`src/rtl/fp_adder_arbiter.sv`:
```
// Round-robin arbiter that time-shares one combinational single-precision adder among NUM_REQ
// requesters, with one operation in flight and a shared backpressured response channel.

// Combinational IEEE-754 single-precision adder: round-to-nearest-even, subnormals flushed to zero.
module fp_adder (
  input  logic [31:0] a,
  input  logic [31:0] b,
  output logic [31:0] sum,
  output logic        overflow,
  output logic        underflow
);
  logic              a_big;
  logic [31:0]       x;
  logic [31:0]       y;
  logic [7:0]        ex;
  logic [7:0]        ey;
  logic [7:0]        diff;
  logic [26:0]       mx;
  logic [26:0]       my;
  logic [26:0]       my_sh;
  logic [26:0]       my_al;
  logic              sticky;
  logic [27:0]       raw;
  logic [26:0]       norm;
  logic [4:0]        lz;
  logic              found;
  logic signed [9:0] exp_w;
  logic              rnd_up;
  logic [24:0]       rounded;
  logic              unused_hidden;

  always_comb begin
    sum       = '0;
    overflow  = 1'b0;
    underflow = 1'b0;
    my_sh     = '0;
    sticky    = 1'b0;
    my_al     = '0;
    lz        = '0;
    found     = 1'b0;
    norm      = '0;

    // x carries the larger magnitude so the result takes its sign and exponent
    a_big = (a[30:0] >= b[30:0]);
    x     = a_big ? a : b;
    y     = a_big ? b : a;
    ex    = x[30:23];
    ey    = y[30:23];
    mx    = (ex == 8'd0) ? 27'd0 : {1'b1, x[22:0], 3'b000};
    my    = (ey == 8'd0) ? 27'd0 : {1'b1, y[22:0], 3'b000};
    diff  = ex - ey;

    if (diff >= 8'd27) begin
      my_al = {26'd0, |my};
    end else begin
      my_sh  = my >> diff;
      sticky = |(my & ~({27{1'b1}} << diff));
      my_al  = {my_sh[26:1], my_sh[0] | sticky};
    end

    raw = (x[31] == y[31]) ? ({1'b0, mx} + {1'b0, my_al})
                           : ({1'b0, mx} - {1'b0, my_al});

    for (int i = 26; i >= 0; i--) begin
      if (!found && raw[i]) begin
        lz    = 5'(26 - i);
        found = 1'b1;
      end
    end

    exp_w = $signed({2'b00, ex});
    if (raw[27]) begin
      norm  = {raw[27:2], raw[1] | raw[0]};
      exp_w = exp_w + 10'sd1;
    end else begin
      // left shifts only follow near-total cancellation, where no sticky bits were lost
      norm  = raw[26:0] << lz;
      exp_w = exp_w - $signed({5'd0, lz});
    end

    rnd_up  = norm[2] & (norm[1] | norm[0] | norm[3]);
    rounded = {1'b0, norm[26:3]} + 25'(rnd_up);
    if (rounded[24]) begin
      rounded = rounded >> 1;
      exp_w   = exp_w + 10'sd1;
    end

    if (ex == 8'hFF) begin
      sum = (ey == 8'hFF && x[31] != y[31]) ? 32'h7FC0_0000 : x;
    end else if (mx == 27'd0) begin
      sum = {a[31] & b[31], 31'd0};
    end else if (raw == 28'd0) begin
      sum = '0;
    end else if (exp_w >= 10'sd255) begin
      overflow = 1'b1;
      sum      = {x[31], 8'hFF, 23'd0};
    end else if (exp_w <= 10'sd0) begin
      underflow = 1'b1;
      sum       = {x[31], 31'd0};
    end else begin
      sum = {x[31], exp_w[7:0], rounded[22:0]};
    end
  end

  assign unused_hidden = rounded[23];
endmodule

module fp_adder_arbiter #(
  parameter int unsigned NUM_REQ = 4,
  parameter int unsigned ID_W    = 2,
  parameter int unsigned CNT_W   = 16
) (
  input  logic                  clk,
  input  logic                  rst,
  input  logic [NUM_REQ-1:0]    req_valid,
  output logic [NUM_REQ-1:0]    req_ready,
  input  logic [32*NUM_REQ-1:0] req_a,
  input  logic [32*NUM_REQ-1:0] req_b,
  output logic                  rsp_valid,
  input  logic                  rsp_ready,
  output logic [ID_W-1:0]       rsp_id,
  output logic [31:0]           rsp_sum,
  output logic                  rsp_overflow,
  output logic                  rsp_underflow,
  output logic                  busy,
  output logic [CNT_W-1:0]      done_count,
  output logic [CNT_W-1:0]      exc_count
);
  localparam int unsigned DW = 32;

  typedef enum logic [1:0] {
    IDLE = 2'd0,
    EXEC = 2'd1,
    RESP = 2'd2
  } state_t;

  state_t             state;
  state_t             state_d;
  logic [ID_W-1:0]    rr_ptr;
  logic [ID_W-1:0]    rr_ptr_d;
  logic [ID_W-1:0]    op_id;
  logic [ID_W-1:0]    op_id_d;
  logic [DW-1:0]      op_a;
  logic [DW-1:0]      op_a_d;
  logic [DW-1:0]      op_b;
  logic [DW-1:0]      op_b_d;
  logic               grant_found;
  logic [ID_W-1:0]    grant_id;
  logic [NUM_REQ-1:0] grant_oh;
  logic [DW-1:0]      grant_a;
  logic [DW-1:0]      grant_b;
  logic               rsp_valid_d;
  logic [ID_W-1:0]    rsp_id_d;
  logic [DW-1:0]      rsp_sum_d;
  logic               rsp_overflow_d;
  logic               rsp_underflow_d;
  logic [CNT_W-1:0]   done_count_d;
  logic [CNT_W-1:0]   exc_count_d;
  logic [DW-1:0]      add_sum;
  logic               add_overflow;
  logic               add_underflow;

  fp_adder u_fp_adder (
    .a         (op_a),
    .b         (op_b),
    .sum       (add_sum),
    .overflow  (add_overflow),
    .underflow (add_underflow)
  );

  // Rotating-priority search: indices >= rr_ptr first, then wrap around below it
  always_comb begin
    grant_found = 1'b0;
    grant_id    = '0;
    grant_oh    = '0;
    grant_a     = '0;
    grant_b     = '0;
    for (int pass = 0; pass < 2; pass++) begin
      for (int i = 0; i < int'(NUM_REQ); i++) begin
        if (!grant_found && req_valid[i] &&
            ((pass == 0) ? (ID_W'(i) >= rr_ptr) : (ID_W'(i) < rr_ptr))) begin
          grant_found = 1'b1;
          grant_id    = ID_W'(i);
          grant_oh[i] = 1'b1;
          grant_a     = req_a[DW*i +: DW];
          grant_b     = req_b[DW*i +: DW];
        end
      end
    end
  end

  assign req_ready = (state == IDLE && !rst) ? grant_oh : '0;

  always_comb begin
    state_d         = state;
    rr_ptr_d        = rr_ptr;
    op_id_d         = op_id;
    op_a_d          = op_a;
    op_b_d          = op_b;
    rsp_valid_d     = rsp_valid;
    rsp_id_d        = rsp_id;
    rsp_sum_d       = rsp_sum;
    rsp_overflow_d  = rsp_overflow;
    rsp_underflow_d = rsp_underflow;
    done_count_d    = done_count;
    exc_count_d     = exc_count;
    case (state)
      IDLE: begin
        if (grant_found) begin
          op_id_d  = grant_id;
          op_a_d   = grant_a;
          op_b_d   = grant_b;
          rr_ptr_d = (grant_id == ID_W'(NUM_REQ - 1)) ? '0 : grant_id + ID_W'(1);
          state_d  = EXEC;
        end
      end
      EXEC: begin
        rsp_valid_d     = 1'b1;
        rsp_id_d        = op_id;
        rsp_sum_d       = add_sum;
        rsp_overflow_d  = add_overflow;
        rsp_underflow_d = add_underflow;
        state_d         = RESP;
      end
      RESP: begin
        if (rsp_ready) begin
          rsp_valid_d  = 1'b0;
          done_count_d = done_count + CNT_W'(1);
          if (rsp_overflow || rsp_underflow) begin
            exc_count_d = exc_count + CNT_W'(1);
          end
          state_d = IDLE;
        end
      end
      default: state_d = IDLE;
    endcase
  end

  always_ff @(posedge clk) begin
    if (rst) begin
      state         <= IDLE;
      rr_ptr        <= '0;
      op_id         <= '0;
      op_a          <= '0;
      op_b          <= '0;
      rsp_valid     <= 1'b0;
      rsp_id        <= '0;
      rsp_sum       <= '0;
      rsp_overflow  <= 1'b0;
      rsp_underflow <= 1'b0;
      busy          <= 1'b0;
      done_count    <= '0;
      exc_count     <= '0;
    end else begin
      state         <= state_d;
      rr_ptr        <= rr_ptr_d;
      op_id         <= op_id_d;
      op_a          <= op_a_d;
      op_b          <= op_b_d;
      rsp_valid     <= rsp_valid_d;
      rsp_id        <= rsp_id_d;
      rsp_sum       <= rsp_sum_d;
      rsp_overflow  <= rsp_overflow_d;
      rsp_underflow <= rsp_underflow_d;
      busy          <= (state_d != IDLE);
      done_count    <= done_count_d;
      exc_count     <= exc_count_d;
    end
  end
endmodule

```
`config.mk`:
```
export PLATFORM = sky130hd
export DESIGN_NAME = fp_adder_arbiter
export DESIGN_NICKNAME = d
export VERILOG_FILES = /design/src/rtl/fp_adder_arbiter.sv
export SDC_FILE = /design/constraint.sdc
export NUM_CORES = 1
export LEC_CHECK = 0
export BUFFER_PORTS_ARGS = -buffer_cell sky130_fd_sc_hd__buf_2
export CAP_MARGIN = 0
export CORE_MARGIN = 3
export CORE_UTILIZATION = 43
export CTS_CLUSTER_DIAMETER = 50
export DETAILED_ROUTE_END_ITERATION = 7
export HOLD_SLACK_MARGIN = 0.12
export SLEW_MARGIN = 20
export SYNTH_ARGS = -nofsm -noshare
export SYNTH_HDL_FRONTEND = slang
export SYNTH_SLANG_ARGS = --single-unit
```
`constraint.sdc`:
```
create_clock -name clk -period 21.3 [get_ports clk]
set_input_delay 4.26 -clock clk [delete_from_list [all_inputs] [get_ports clk]]
set_output_delay 4.26 -clock clk [all_outputs]
set_load 0.02 [all_outputs]
```
# Yosys cells after proc, flatten, opt, wreduce, memory -nomap -nowiden
# Cells that the tools add are included.
word_totals:
  elab_cells: 267
  register_bits: 140
  out_inout_bits: 74
op_classes:
  n_mux: 122
  add_sub_neg: 10
  shifts: 3
  magnitude_cmp: 12
  n_reduce_logical: 91
  n_bitwise: 8
  n_eq_ne: 8
ops:
  columns: ["cell", "count"]
  rows:
  - ["two-way mux 32 bit", 22]
  - ["two-way mux 27 bit", 4]
  - ["two-way mux 31 bit", 2]
  - ["two-way mux 5 bit", 11]
  - ["OR reduction 27 bit", 2]
  - ["two-way mux 1 bit", 53]
  - ["logical AND 1 bit", 43]
  - ["two-way mux 4 bit", 9]
  - ["zero test 1 bit", 34]
  - ["adder 16 x 1 -> 16 bit (second input constant)", 2]
  - ["greater-or-equal comparator 31 bit", 1]
  - ["adder 27 x 27 -> 28 bit", 1]
  - ["zero test 28 bit", 1]
  - ["two-way mux 28 bit", 1]
  - ["subtractor 27 x 27 -> 28 bit", 1]
  - ["bitwise AND 27 bit", 1]
  - ["zero test 27 bit", 1]
  - ["inverter 27 bit", 1]
  - ["<< shifter 27 x 5 -> 27 bit", 1]
  - ["<< shifter 27 x 8 -> 27 bit (first input constant)", 1]
  - ["right shift 27 x 8 -> 27 bit", 1]
  - ["adder 24 x 1 -> 25 bit", 1]
  - ["two-way mux 23 bit", 1]
  - ["two-way mux 2 bit", 11]
  - ["other kinds (30)", 48]

# Longest topological paths before layout
logic_depth:
  depth_word: 103
  ltp_mapped: 73
  ltp_nobuf: 60

# Cells and area by module
# From an unflattened synthesis, not the netlist that was laid out.
unflattened:
  cells_unflattened: 2891
  hier_area_um2: 19695.1
by_module_without_submodules:
  columns: ["mod", "cells_per_inst", "area_per_inst_um2", "n_inst"]
  rows:
  - ["fp_adder", 1733, 11328.4, 1]
  - ["fp_adder_arbiter", 1158, 8366.8, 1]

# Least setup slack after synthesis
# OpenSTA, ideal clock, no wires.
synth_path:
  kind: "flip-flop to flip-flop"
  startpoint: "reg op_b[29]"
  endpoint: "reg rsp_sum[20]"
  period_less_slack_ns: 14.878
  path_stages_with_launch: 67
  path_buffers: 13
  path_slack_ns: 6.422
  arrival_ns: 14.798
  cell_sequence: "dfxtp_1 > inv_1 > ha_1 > buf_4 > and4_1 > nand2_1 > or4_4 > o31ai_2 > buf_4 > nor2_1 > buf_2 > buf_2 > buf_1 > clkbuf_1 > clkbuf_1 > nor2_1 > a21oi_1 > ha_1 > (+31 left out) > or2_2 > ha_1 > inv_1 > fa_1 > a21o_1 > a21oi_1 > xnor2_1 > nor2_1 > a21oi_1 > and2_1 > nand2_1 > nor3b_1 > and2_1 > nand3_1 > a21oi_1 > clkbuf_1 > o2111ai_1 > a211oi_2"
synth_via:
  elab_chain_cells: 103
  elab_cells_between_ends: 152
synth_lines:
  columns: ["item", "line", "text"]
  rows:
  - ["from (decl)", "145", "logic [DW-1:0] op_b;"]
  - ["from (signal assigned)", "259", "op_b <= op_b_d;"]
  - ["greater-or-equal comparator 31 bit", "44", "a_big = (a[30:0] >= b[30:0]);"]
  - ["two-way mux 32 bit (on tied branches)", "45, 46", null]
  - ["subtractor 8 bit", "51", "diff = ex - ey;"]
  - ["<< shifter 27 x 8 -> 27 bit", "57", "sticky = |(my & ~({27{1'b1}} << diff));"]
  - ["inverter 27 bit", "57", null]
  - ["bitwise AND 27 bit", "57", null]
  - ["OR reduction 27 bit", "57", null]
  - ["OR 1 bit", "58", "my_al = {my_sh[26:1], my_sh[0] | sticky};"]
  - ["(+87 left out)", null, null]
  - ["adder 24 x 1 -> 25 bit", "82", "rounded = {1'b0, norm[26:3]} + 25'(rnd_up);"]
  - ["two-way mux 10 bit", "83", "if (rounded[24]) begin"]
  - ["less-or-equal comparator 10 x 1 -> 1 bit", "97", "end else if (exp_w <= 10'sd0) begin"]
  - ["two-way mux 31 bit", "97", null]
  - ["two-way mux 31 bit", "94", "end else if (exp_w >= 10'sd255) begin"]
  - ["two-way mux 32 bit", "92", "end else if (raw == 28'd0) begin"]
  - ["two-way mux 32 bit", "90", "end else if (mx == 27'd0) begin"]
  - ["two-way mux 32 bit (*)", "88", "if (ex == 8'hFF) begin"]
  - ["to (signal assigned)", "262", "rsp_sum <= rsp_sum_d;"]
  - ["to (decl)", "122", "output logic [31:0] rsp_sum,"]
# Mark *: on every way between the ends. The rest lies on a longest branch, timed or not.
# A chain may end at the register's enable or synchronous reset.

# Final worst setup path
layout_path:
  startpoint: "reg op_b[23]"
  endpoint: "reg rsp_sum[17]"
# The elaborated chain is that of the path after synthesis.

==> summary by stage <==
Route
Using the TritonRoute via totals, the vias-per-cell ratio works out to 6.68. Wires add up to 83,700 um. The detailed router finished its first iteration with 2,547 violations.

The final route contains 23.0k vias. The first-pass iteration count of the detailed router is 8. The routed wirelength normalized by instance count is 24.3 um. The count of nets left with antenna violations once routing finished came out at 0. The DRC violation count after routing is 4.

Logic synthesis
The arithmetic-cell share of the synthesized area counting full adders, half adders and majority gates is 5.04%. The commonest cells after synthesis are sky130_fd_sc_hd__nor2_1, sky130_fd_sc_hd__nand2_1, sky130_fd_sc_hd__nand3_1, sky130_fd_sc_hd__clkbuf_1, sky130_fd_sc_hd__a21oi_1. Counting flops with an async set or reset pin after synthesis yields a share of 0%. The Yosys step of the flow raised 0 warnings.

In this run the cell area of the synthesized design comes to 18,400 um2. Counting flops with a built-in enable in the synthesized netlist gives 0. A synthesized cell averages 6.89 um2. Summed over all instances, the cell type with the most area after synthesis is sky130_fd_sc_hd__dfxtp_1. The post-synthesis cell type count is 102. Sequential elements use 15.2% of the synthesized area. The synthesized netlist devotes 31.2% of its cell area to compound gates. The synthesized-area fraction occupied by and/or/nand/nor cells is 29.8%. The post-synthesis net count is 3,012.

The most common cell in the netlist is sky130_fd_sc_hd__nor2_1. The register bit total from synthesis is 140. After synthesis, the largest family of logic cells by area is compound AO/OA/AOI/OAI gates.

For this run, the leading register cell type out of synthesis is sky130_fd_sc_hd__dfxtp_1. The post-synthesis cell count is 2,676. By area the synthesized netlist is led by sky130_fd_sc_hd__dfxtp_1, sky130_fd_sc_hd__nor2_1, sky130_fd_sc_hd__nand2_1. Summing the areas of all xor and xnor instances in the mapped netlist gives 5.37% of the synthesized area. The post-synthesis mux area share is 7.62%. The synthesized design devotes to its leading area cell type 15.2% of total area.

Worst setup path
The delay of the slowest cell on the worst path is 0.70 ns. The critical path in this run is classified as register to register. Tracing the worst setup path back leads to its startpoint at op_b[23]$_SDFFE_PP0P_. The cell count of the worst reg-to-reg path is 55. On the critical path, the stage with the largest delay is an instance of sky130_fd_sc_hd__a211oi_2. The startpoint of the worst register-to-register path is op_b[23]$_SDFFE_PP0P_. The kind of capture point of the worst setup path is a register.

The worst endpoint data arrival time is 17.06 ns. For the worst setup path, the data required time is 21.67 ns. The launching element type of the critical path is a register. The largest fanout of any net on the critical path is 59.

Flow run
The count of maximum capacitance violations is 0.

Global route
The remaining global-route overflow is 0. The number of global-route vias before repair is 21.6k. The largest net degree at the start of global routing is 101. The number of antenna violations at the first check in global routing is 25. The first global-routing pass estimated 127,000 um of wire. Global routing used 35.6% of the available tracks across all layers.

Floorplan
For this design the top-level I/O count stands at 337. The floorplan row count is 75. Once the floorplan was initialized, standard cells occupied 43.7% of the core. The region available for standard cell placement spans 42,100 um2.

In this run the vertical extent of the chip is 213 um. The floorplan step defined a die boundary enclosing 45,400 um2. The die span in x is 213 um.

Clock network
Post-CTS repair changed the size of 0 cells. The clock slew seen by the registers of the worst setup and hold paths is 0.07 ns. The TritonCTS buffer count is 17.

CTS placed an instance of sky130_fd_sc_hd__clkbuf_16 at the clock tree root. Clock tree synthesis found a total of 140 sinks. CTS built an H-tree with a depth of 4. The number of hold-repair buffers added at the cts stage is 0. The buffer count from post-CTS setup fixing is 0. The number of buffers between clock root and the deepest sink is 2. The clock reaches the later pin of the worst-skew pair after 0.45 ns. The TritonCTS clock tree is yes.

STA
The number of max-slew violations in the final report is 0. The worst setup skew after layout is 0.0151 ns. Counting I/O delays and the setup requirement, the final critical path takes 16.70 ns. The highest achievable clock rate is 59.9 MHz. The relative slew slack is 24.2%. The worst-margin pin slew is 1.13 ns. The count of final hold-check violations was 0. Of the available clock period, the critical path in the final layout requires 78.4%.

Setup violations remaining at the end of the flow were counted as 0. Setup repair after global routing left no endpoint under its margin. Adding up every negative setup slack in the final design gives 0 ns.

Min path
The launch point of the worst hold path is op_id[0]$_SDFFE_PP0P_. The tightest min-delay check is of the register to register type. The worst hold path passes through 2 cells.

Finish
The share of post-route cells with drive strength above 1 is 17.3%. The sequential cells in the finished layout cover a total of 2800 um2. The growth of design area from synthesis to finish is 14.0%.

The layout filler cell count is 4,265. The final-stage net count is 3,212. Leaving out filler cells and counting taps, the final layout contains 3,445. The final non-filler cell area is 21,000 um2. The combined area of the multi-input logic cells is 14,700 um2.

Placed design
The cell area reported after detailed placement is 20,300 um2. The count of buffers inserted at the top-level ports is 336. Once placement completed, the tool counted placed cells totaling 3,396. Detailed placement finished with a half-perimeter wire length of 65,500 um. At the end of routability-driven placement, the weighted congestion stood at 1.06.

Outcome
The run finished, with violations left. The checks that failed: design-rule violations.
[worst paths after layout]
kind / to / slack [ns]
max reg2reg: rsp_sum[17]$_SDFFE_PP0P_ / 4.60
max: rsp_sum[17]$_SDFFE_PP0P_ / 4.60
min reg2reg: rsp_id[0]$_SDFFE_PP0P_ / 0.45
min: rsp_id[0]$_SDFFE_PP0P_ / 0.45
[sequential cells by signal (all words and copies together) (netlist names), 2 cells and up]
name,count
done_count,16
exc_count,16
op_a,32
op_b,32
op_id,2
rr_ptr,2
rsp_id,2
rsp_sum,32
state,2
[layer usage]
metal	wire length, um	GRT usage, %	up-vias
met3	7560	7.20	323
met2	37100	55.9	1326
li1	-	-	10600
met4	6180	23.2	4
met5	32	0	-
met1	32900	44.4	10800
[stage by stage]
step | setup WS, ns | hold WS, ns | utilization [%]
floorplan | 6.42 | 0.432 | -
finish | 4.60 | 0.452 | 49.8
global placement | 5.07 | 0.443 | 48.3
detailed placement | 4.60 | 0.447 | 48.3
CTS | 4.56 | 0.456 | 49.7
global route | 3.19 | 0.479 | 49.8
[kinds of logic after synthesis]
group	Yosys count
compound gates	795
xor+xnor	113
fa+ha+maj	73
buf+inv	260
flops	140
mux	125
simple gates	1170
[cell type report]
| class | instances | area share, % |
|---|---|---|
| Antenna cell | 17 | 0.203 |
| Clock buffer | 18 | 2.04 |
| Clock inverter | 14 | 0.840 |
| Inverter | 71 | 1.30 |
| Multi-Input combinational cell | 2276 | 69.8 |
| Sequential cell | 140 | 13.3 |
| Tap cell | 539 | 3.21 |
| Timing Repair Buffer | 370 | 9.24 |
[critical path, delay by kind of cell (launching register included)]
kind | cells | cell delay (ns)
fa+ha+maj | 5 | 1.70
flops | 1 | 0.42
compound gates | 17 | 4.17
simple gates | 25 | 7.57
buf+inv | 6 | 2.03
xor+xnor | 2 | 0.67
[placed cells by master (no fill, tap or decap), drive strengths merged, types with 71 or more instances in the layout]
cell	instances
nand2	327
o21ai	128
inv	75
dfxtp	140
nand3	161
a21oi	141
ha	71
nor2	362
mux2i	96
a211oi	120
buf	370
Power is left out: the tool's default activity adds up to more than one toggle a clock period on the data nets, which glitch-free logic cannot reach.
